[config.mk]
export PLATFORM = sky130hd
export DESIGN_NAME = settle_timer
export DESIGN_NICKNAME = d
export VERILOG_FILES = /design/src/rtl/truth_table_checker_settle_timer.sv
export SDC_FILE = /design/constraint.sdc
export NUM_CORES = 1
export LEC_CHECK = 0
export ABC_AREA = 0
export CORE_AREA = 2 2 39 41
export CTS_BUF_LIST = sky130_fd_sc_hd__clkbuf_4 sky130_fd_sc_hd__clkbuf_8
export CTS_CLUSTER_SIZE = 16
export DETAILED_ROUTE_END_ITERATION = 10
export DIE_AREA = 0 0 41 43
export HOLD_SLACK_MARGIN = 0.1
export PLACE_DENSITY = 0.38
export SYNTH_ARGS = -nofsm -noshare
export SYNTH_HDL_FRONTEND = slang
export SYNTH_SLANG_ARGS = --single-unit
[constraint.sdc]
create_clock -name clk -period 1.3 [get_ports clk]
set_input_delay 0.26 -clock clk [delete_from_list [all_inputs] [get_ports clk]]
set_output_delay 0.26 -clock clk [all_outputs]
set_load 0.03 [all_outputs]
[src/rtl/truth_table_checker_settle_timer.sv]
// Settle timer: counts enabled cycles and flags the last settle cycle.
//   clk, rst_n : clock, asynchronous active-low reset
//   clear      : return count to 0 (wins over enable)
//   enable     : count this cycle
//   expire     : count has reached SETTLE-1
module settle_timer #(
    parameter int unsigned SETTLE = 5,
    parameter int unsigned CNT_W  = $clog2(SETTLE + 1)
) (
    input  logic clk,
    input  logic rst_n,
    input  logic clear,
    input  logic enable,
    output logic expire
);

    logic [CNT_W-1:0] cnt_q;
    logic [CNT_W-1:0] cnt_d;

    always_comb begin
        cnt_d = cnt_q;
        if (clear) begin
            cnt_d = '0;
        end else if (enable) begin
            cnt_d = cnt_q + 1'b1;
        end
    end

    always_ff @(posedge clk or negedge rst_n) begin
        if (!rst_n) begin
            cnt_q <= '0;
        end else begin
            cnt_q <= cnt_d;
        end
    end

    assign expire = (cnt_q == CNT_W'(SETTLE - 1));

endmodule

==> results of run 1 <==
==> routing by layer <==
layer	wire, um	track usage, %	part of all wire [%]
met1	157	6.49	43
met2	160	5.94	44
met3	28	3.14	7.8
met4	14	10.0	3.9
met5	0	0	0
==> stage by stage <==
step                instances  total power (W)
floorplan                  15         0.000124
global placement           35         0.000141
detailed placement         35         0.000143
CTS                        41         0.000350
global route               42         0.000376
finish                     42         0.000345
==> area by class of cell <==
cell class	instances	area (um^2)	area share (%)
Sequential cell	3	75.1	26.3
Multi-Input combinational cell	10	88.8	31.1
Clock buffer	4	30.0	10.5
Timing Repair Buffer	7	63.8	22.4
Tap cell	16	20.0	7.02
Inverter	2	7.51	2.63
==> cell usage after synthesis <==
cell                       instances  area, um^2
sky130_fd_sc_hd__ha_1              2        25.0
sky130_fd_sc_hd__a21bo_1           1        10.0
sky130_fd_sc_hd__nand3b_1          1        7.51
sky130_fd_sc_hd__dfrtp_1           3        75.1
sky130_fd_sc_hd__nor2_1            2        7.51
sky130_fd_sc_hd__and2_1            1        6.26
sky130_fd_sc_hd__a21oi_1           1        5.00
sky130_fd_sc_hd__xnor2_1           1        8.76
sky130_fd_sc_hd__inv_1             2        7.51
sky130_fd_sc_hd__mux2i_1           1        10.0
==> repair_timing <==
| item | CTS | global route |
|---|---|---|
| hold endpoints to repair | 0 | 0 |
| pin swaps | 2 | 1 |
| resized for setup | 3 | 1 |
| setup endpoints to repair | 1 | 1 |
| buffers inserted | 2 | 1 |
==> worst max-delay path by stage <==
| stage | from | endpoint | slack, ns | cells after the start |
|---|---|---|---|---|
| after CTS | cnt_q[1] | expire | -0.04 | 4 |
| after global placement | enable | cnt_q[1] | 0.11 | 3 |
| final | cnt_q[0] | expire | -0.04 | 4 |
| after detailed placement | enable | cnt_q[1] | 0.08 | 3 |
| after floorplan | cnt_q[0] | expire | 0.19 | 3 |
| after global routing | cnt_q[0] | expire | -0.08 | 4 |
==> worst max-delay path, stage by stage, from the launching register on <==
cell and delay, ns:
sky130_fd_sc_hd__dfrtp_1 0.38, sky130_fd_sc_hd__inv_1 0.06, sky130_fd_sc_hd__ha_2 0.15, sky130_fd_sc_hd__and2_4 0.13, sky130_fd_sc_hd__buf_6 0.12
==> logic make-up after synthesis <==
| group | after synthesis | share of synthesized area [%] |
|---|---|---|
| simple gates | 4 | 13.1 |
| fa+ha+maj | 2 | 15.4 |
| mux | 1 | 6.15 |
| xor+xnor | 1 | 5.39 |
| flops | 3 | 46.2 |
| compound gates | 2 | 9.23 |
| buf+inv | 2 | 4.62 |
==> power breakdown <==
| group | switching (W) | internal (W) |
|---|---|---|
| Sequential | 0.00000370 | 0.000100 |
| Combinational | 0.0000211 | 0.0000315 |
| Clock | 0.0000526 | 0.000136 |
==> impl_summary.log, run 1 <==
[metrics] final critical-path required period: ~1.3 ns
[metrics] path category of the worst min-delay check: primary input to asynchronous set/reset pin
[metrics] wirelength, routed: around 360 um
[metrics] Core ar.: 0.00138 mm^2
[metrics] number of pins exceeding their max-slew limit in the final report: 0
[metrics] iteration-0 DRC count of the detailed router: 2
[metrics] Routability Congestion: 0.607
[metrics] flip-flop count of the largest register after layout: 3
[metrics] Cells after Synth: 15
[metrics] setup slack after layout: -0.0363 ns
[metrics] RSZ-0062 raised after global routing: yes
[metrics] highest fanout seen on the critical path: 2
[metrics] reg2reg path depth: 5
[metrics] iteration count of the initial detailed-routing pass: 2
[metrics] total setup violations reported at the end of the flow: 1
[metrics] type of the worst setup path: flop to output pin
[metrics] warning count from the yosys run: 0
[metrics] root buffer selected by CTS: sky130_fd_sc_hd__clkbuf_4
[metrics] number of filler instances in the final layout: about 150
[metrics] via count of the first global-routing pass: 150
[metrics] transition time at the pin with the least slew margin: approximately 0.2 ns
[metrics] r2r setup slk: about 0.09 ns
[metrics] TNS Setup: -0.0363 ns
[metrics] wire length of the first global-routing pass: around 600 um
[metrics] Pleak: 0.134 nW
[metrics] critical path arrival: between 1 and 1.5 ns
[metrics] synthesis-to-finish area growth: 75.4%
[metrics] final instance area: between 200 and 300 um^2
[metrics] end of the worst register-to-register path: cnt_q[2]
[metrics] register with the most flip-flops: cnt_q
[metrics] Crit. End Element: output pin
[metrics] worst-case clock buffer depth: 2
[metrics] Avg Inst Size Synth: around 11 um^2
[metrics] post-layout util: 20.6%
[metrics] layout cells sized above 1: 42.3%
[metrics] final-stage net count: 33
[metrics] IO buf count: 4
[metrics] Final Hold Fails: 0
[metrics] synthesized area: about 160 um^2
[metrics] via count: between 100 and 150
[metrics] Worst slew margin: between 80% and 90%
[metrics] number of maximum-capacitance constraint violations: 0
[metrics] clk_lat worst skew: 0.24 ns
[metrics] Fin Clk Skew: approximately 0.0021 ns
[metrics] required time at the endpoint of the critical path: around 1.0 ns
[metrics] final cycle utilization of the critical path: 103%
[metrics] Antenna Diode Count: 0
[metrics] sum of overflow across all layers after global routing: 0
[metrics] violations in the final reports: setup timing
[metrics] wire length per cell: ~8.6 um
[metrics] clock buffer count from CTS: 3
[metrics] area after detailed placement: between 200 and 250 um^2
[metrics] global routing usage summed across all routing layers: slightly above 6%
[metrics] # IOs: 5
[metrics] maximum clock frequency: around 750 MHz
[metrics] largest net degree at the start of global routing: 5
[metrics] sequential element share of the synthesized area: roughly 46%
[metrics] net count after synthesis: 21
[metrics] CTS tree: done
[metrics] horizontal extent of the die: around 41 um
[metrics] cts-stage hold buffer count: 0
[metrics] height of the die: between 40 and 50 um
[metrics] maximum resistive drop on vdd: slightly above 0.0004 V
[metrics] DIE AREA: between 0.0015 and 0.002 mm^2
[metrics] antenna violations before repair: 0
[metrics] Residual DRC: 0
[metrics] most frequent cells in the layout: sky130_fd_sc_hd__clkbuf_4 (4), sky130_fd_sc_hd__dfrtp_1 (3), sky130_fd_sc_hd__clkdlybuf4s50_1 (3), sky130_fd_sc_hd__buf_4 (3)
[metrics] R2R Path Start: cnt_q[1]
[metrics] sinks on the clock net: 3
[metrics] registers with the most flip-flops: cnt_q (3)
[metrics] Netlist cell types: 10
[metrics] crit start category: flop
[metrics] most common cell after layout, fill and taps aside: sky130_fd_sc_hd__clkbuf_4
[metrics] Post-Route Hold Slack: 0.204 ns
[metrics] flop and latch count out of synthesis: 3
[metrics] vias per cell: 3.45
[metrics] run status: finished, violations left
[metrics] initial cell density of the core: approximately an eighth
[metrics] power per standard cell area: ~1200 mW/mm^2
[metrics] clock-pin slew on the worst setup and hold paths: ~0.04 ns
[metrics] pre-CTS setup slack: around 0.08 ns
[metrics] number of placement rows: 14
[metrics] H-tree levels: 1
[metrics] remaining antenna violation count: 0
(Power assumes the default switching activity.)
==> run 2, diff against run 1 <==
Settings changed: DONT_BUFFER_PORTS set to 1, MAX_ROUTING_LAYER set to met4, PLACE_DENSITY 0.38 to 0.34.
Clock period 1.3 ns to 1.6 ns, I/O delays scaled along.
==> impl_summary.log, run 2 (synthesized netlist as in run 1, its figures left out) <==
[metrics] Crit. End Element: output pin (unchanged)
[metrics] number of maximum-capacitance constraint violations: 0 (unchanged)
[metrics] worst stage delay on the critical path: 0.40 ns (was 0.38 ns)
[metrics] critical path arrival: 1.13 ns (was 1.08 ns)
[metrics] Routability Congestion: 0.529 (was 0.607)
[metrics] maximum clock frequency: just under 700 MHz
[metrics] wirelength, routed: 308 um (was 361 um)
[metrics] master of the slowest instance on the critical path: sky130_fd_sc_hd__dfrtp_1 (unchanged)
[metrics] layout cells sized above 1: 20.0% (was 42.3%)
[metrics] via count: 121 (was 145)
[metrics] number of placement rows: 14 (unchanged)
[metrics] global routing usage summed across all routing layers: 4.95% (was 6.04%)
[metrics] number of pins exceeding their max-slew limit in the final report: 0 (unchanged)
[metrics] initial cell density of the core: 11.8% (unchanged)
[metrics] clock-pin slew on the worst setup and hold paths: 0.04 ns (about the same)
[metrics] Fin Clk Skew: 0.00258 ns (was 0.00209 ns)
[metrics] worst-case clock buffer depth: 2 (unchanged)
[metrics] path category of the worst min-delay check: primary input to flop (was primary input to asynchronous set/reset pin)
[metrics] most common cell after layout, fill and taps aside: sky130_fd_sc_hd__clkbuf_4 (unchanged)
[metrics] TNS Setup: 0 ns (was -0.0363 ns)
[metrics] Antenna Diode Count: 0 (unchanged)
[metrics] Total Power Consumption: 0.000258 W (was 0.000345 W)
[metrics] iteration-0 DRC count of the detailed router: 0 (was 2)
[metrics] Post-Route Hold Slack: 0.152 ns (was 0.204 ns)
[metrics] most frequent cells in the layout: sky130_fd_sc_hd__clkbuf_4 (4), sky130_fd_sc_hd__dfrtp_1 (3), sky130_fd_sc_hd__inv_1 (2), sky130_fd_sc_hd__nor2_1 (2), sky130_fd_sc_hd__ha_1 (2) (was sky130_fd_sc_hd__clkbuf_4 (4), sky130_fd_sc_hd__dfrtp_1 (3), sky130_fd_sc_hd__clkdlybuf4s50_1 (3), sky130_fd_sc_hd__buf_4 (3))
[metrics] synthesis-to-finish area growth: 36.9% (was 75.4%)
[metrics] CTS tree: done (unchanged)
[metrics] required time at the endpoint of the critical path: 1.28 ns (was 1.04 ns)
[metrics] RSZ-0062 raised after global routing: no (was yes)
[metrics] Detail Route met3 WL: 48 um (was 28 um)
[metrics] maximum resistive drop on vdd: 0.000297 V (was 0.000413 V)
[metrics] largest net degree at the start of global routing: 5 (unchanged)
[metrics] footprint of the multi-input gates: 80.1 um^2 (was 88.8 um^2)
[metrics] flip-flop count of the largest register after layout: 3 (unchanged)
[metrics] wire length per cell: 8.56 um (was 8.60 um)
[metrics] run status: finished clean (was finished, violations left)
[metrics] via count of the first global-routing pass: 129 (was 150)
[metrics] horizontal extent of the die: 41 um (unchanged)
[metrics] type of the worst setup path: flop to output pin (unchanged)
[metrics] vias per cell: 3.36 (was 3.45)
[metrics] wire length of the first global-routing pass: 503 um (was 586 um)
[metrics] root buffer selected by CTS: sky130_fd_sc_hd__clkbuf_4 (unchanged)
[metrics] height of the die: 43 um (unchanged)
[metrics] power per standard cell area: 1160 mW/mm^2 (was 1210 mW/mm^2)
[metrics] final critical-path required period: between 1 and 1.5 ns
[metrics] # IOs: 5 (unchanged)
[metrics] clk_lat worst skew: 0.23 ns (was 0.24 ns)
[metrics] cell-by-cell listing of the critical path: inv_1 -> ha_1 -> and2_1 (was inv_1 -> ha_2 -> and2_4 -> buf_6)
[metrics] register with the most flip-flops: cnt_q (unchanged)
[metrics] routed wl met2: 121 um (was 160 um)
[metrics] DRT met1 WL: 139 um (was 157 um)
[metrics] Final Hold Fails: 0 (unchanged)
[metrics] Worst slew margin: 79.8% (was 87.0%)
[metrics] iteration count of the initial detailed-routing pass: 1 (was 2)
[metrics] registers with the most flip-flops: cnt_q (3) (unchanged)
[metrics] final-stage net count: 27 (was 33)
[metrics] uppermost signal routing layer after detailed routing: met3 (was met4)
[metrics] transition time at the pin with the least slew margin: 0.305 ns (was 0.195 ns)
[metrics] register area: 75.1 um^2 (unchanged)
[metrics] number of filler instances in the final layout: 153 (was 154)
[metrics] total setup violations reported at the end of the flow: 0 (was 1)
[metrics] antenna violations before repair: 0 (unchanged)
[metrics] crit start category: flop (unchanged)
[metrics] final cycle utilization of the critical path: a little over 90%
[metrics] HPWL reported at the end of detailed placement: 250 um
[metrics] sinks on the clock net: 3 (unchanged)
[metrics] setup slack after layout: 0.151 ns (was -0.0363 ns)
[metrics] remaining antenna violation count: 0 (unchanged)
[metrics] clock buffer count from CTS: 3 (unchanged)
[metrics] highest fanout seen on the critical path: 3 (was 2)
[metrics] Pleak: 0.104 nW (was 0.134 nW)
[metrics] pre-CTS setup slack: 0.389 ns (was 0.0779 ns)
[metrics] Residual DRC: 0 (unchanged)
[metrics] DIE AREA: 0.00176 mm^2 (unchanged)
[metrics] sum of overflow across all layers after global routing: 0 (unchanged)
[metrics] IO buf count: 0 (was 4)
[metrics] H-tree levels: 1 (unchanged)
[metrics] number of gates resized after CTS: 0 (was 3)
[metrics] Core ar.: 0.00138 mm^2 (unchanged)
[run 2: cell types whose count changed in the layout (fill, tap and decap cells not counted), sizes merged]
cell	before	now
buf	4	0
clkdlybuf4s50	3	0
dlygate4sd3	0	1
[run 2: stage by stage]
step	utilization (%)	cells	area, um^2
global route	16.1	36	223
CTS	16.1	36	223
finish	16.1	36	223
global placement	13.2	31	183
floorplan	-	15	163
detailed placement	13.2	31	183
[run 2: layout make-up]
class,count,share of cell area (%)
multi-input cells,10,36.0
repair buffers,1,4.49
flip-flops and latches,3,33.7
clock buffers,4,13.5
inverters,2,3.37
well taps,16,8.99
[run 2: worst paths after layout]
kind	end	start	slack (ns)	cells past startpoint
worst max register to register	cnt_q[2]	cnt_q[0]	0.57	3
worst max-delay path	expire	cnt_q[0]	0.15	3
min in group asynchronous	cnt_q[1]	rst_n	0.34	1
worst min-delay path	cnt_q[2]	clear	0.15	1
worst min register to register	cnt_q[2]	cnt_q[2]	0.57	2
max in group asynchronous	cnt_q[0]	rst_n	1.11	1
[run 2: what timing repair did]
action	in CTS	in global routing
hold buffers	1	0
hold endpoints to repair	3	0
setup buffers	0	0
[run 2: critical path: cells and delay by family (launching register included)]
| kind | cells | cell delay [ns] |
|---|---|---|
| flip-flops | 1 | 0.40 |
| AND/OR/NAND/NOR | 1 | 0.30 |
| adder cells (fa/ha/maj) | 1 | 0.13 |
| buffers and inverters | 1 | 0.07 |
[run 2: report_power, final]
part	internal [W]	switching [W]
Combinational	0.0000110	0.0000100
Sequential	0.0000815	0.00000468
Clock	0.000110	0.0000402
[run 2: routing by layer]
layer | GRT usage, % | up-vias
li1 | - | 58
met1 | 4.55 | 58
met2 | 5.31 | 5
met3 | 5.76 | 0
met4 | 4.00 | 0
met5 | - | -
==> run 3, diff against run 2 <==
Settings changed: SLEW_MARGIN set to 20.
==> results of run 3 <==
Same layout as run 2: the final DEF is identical, and so are final timing and power.
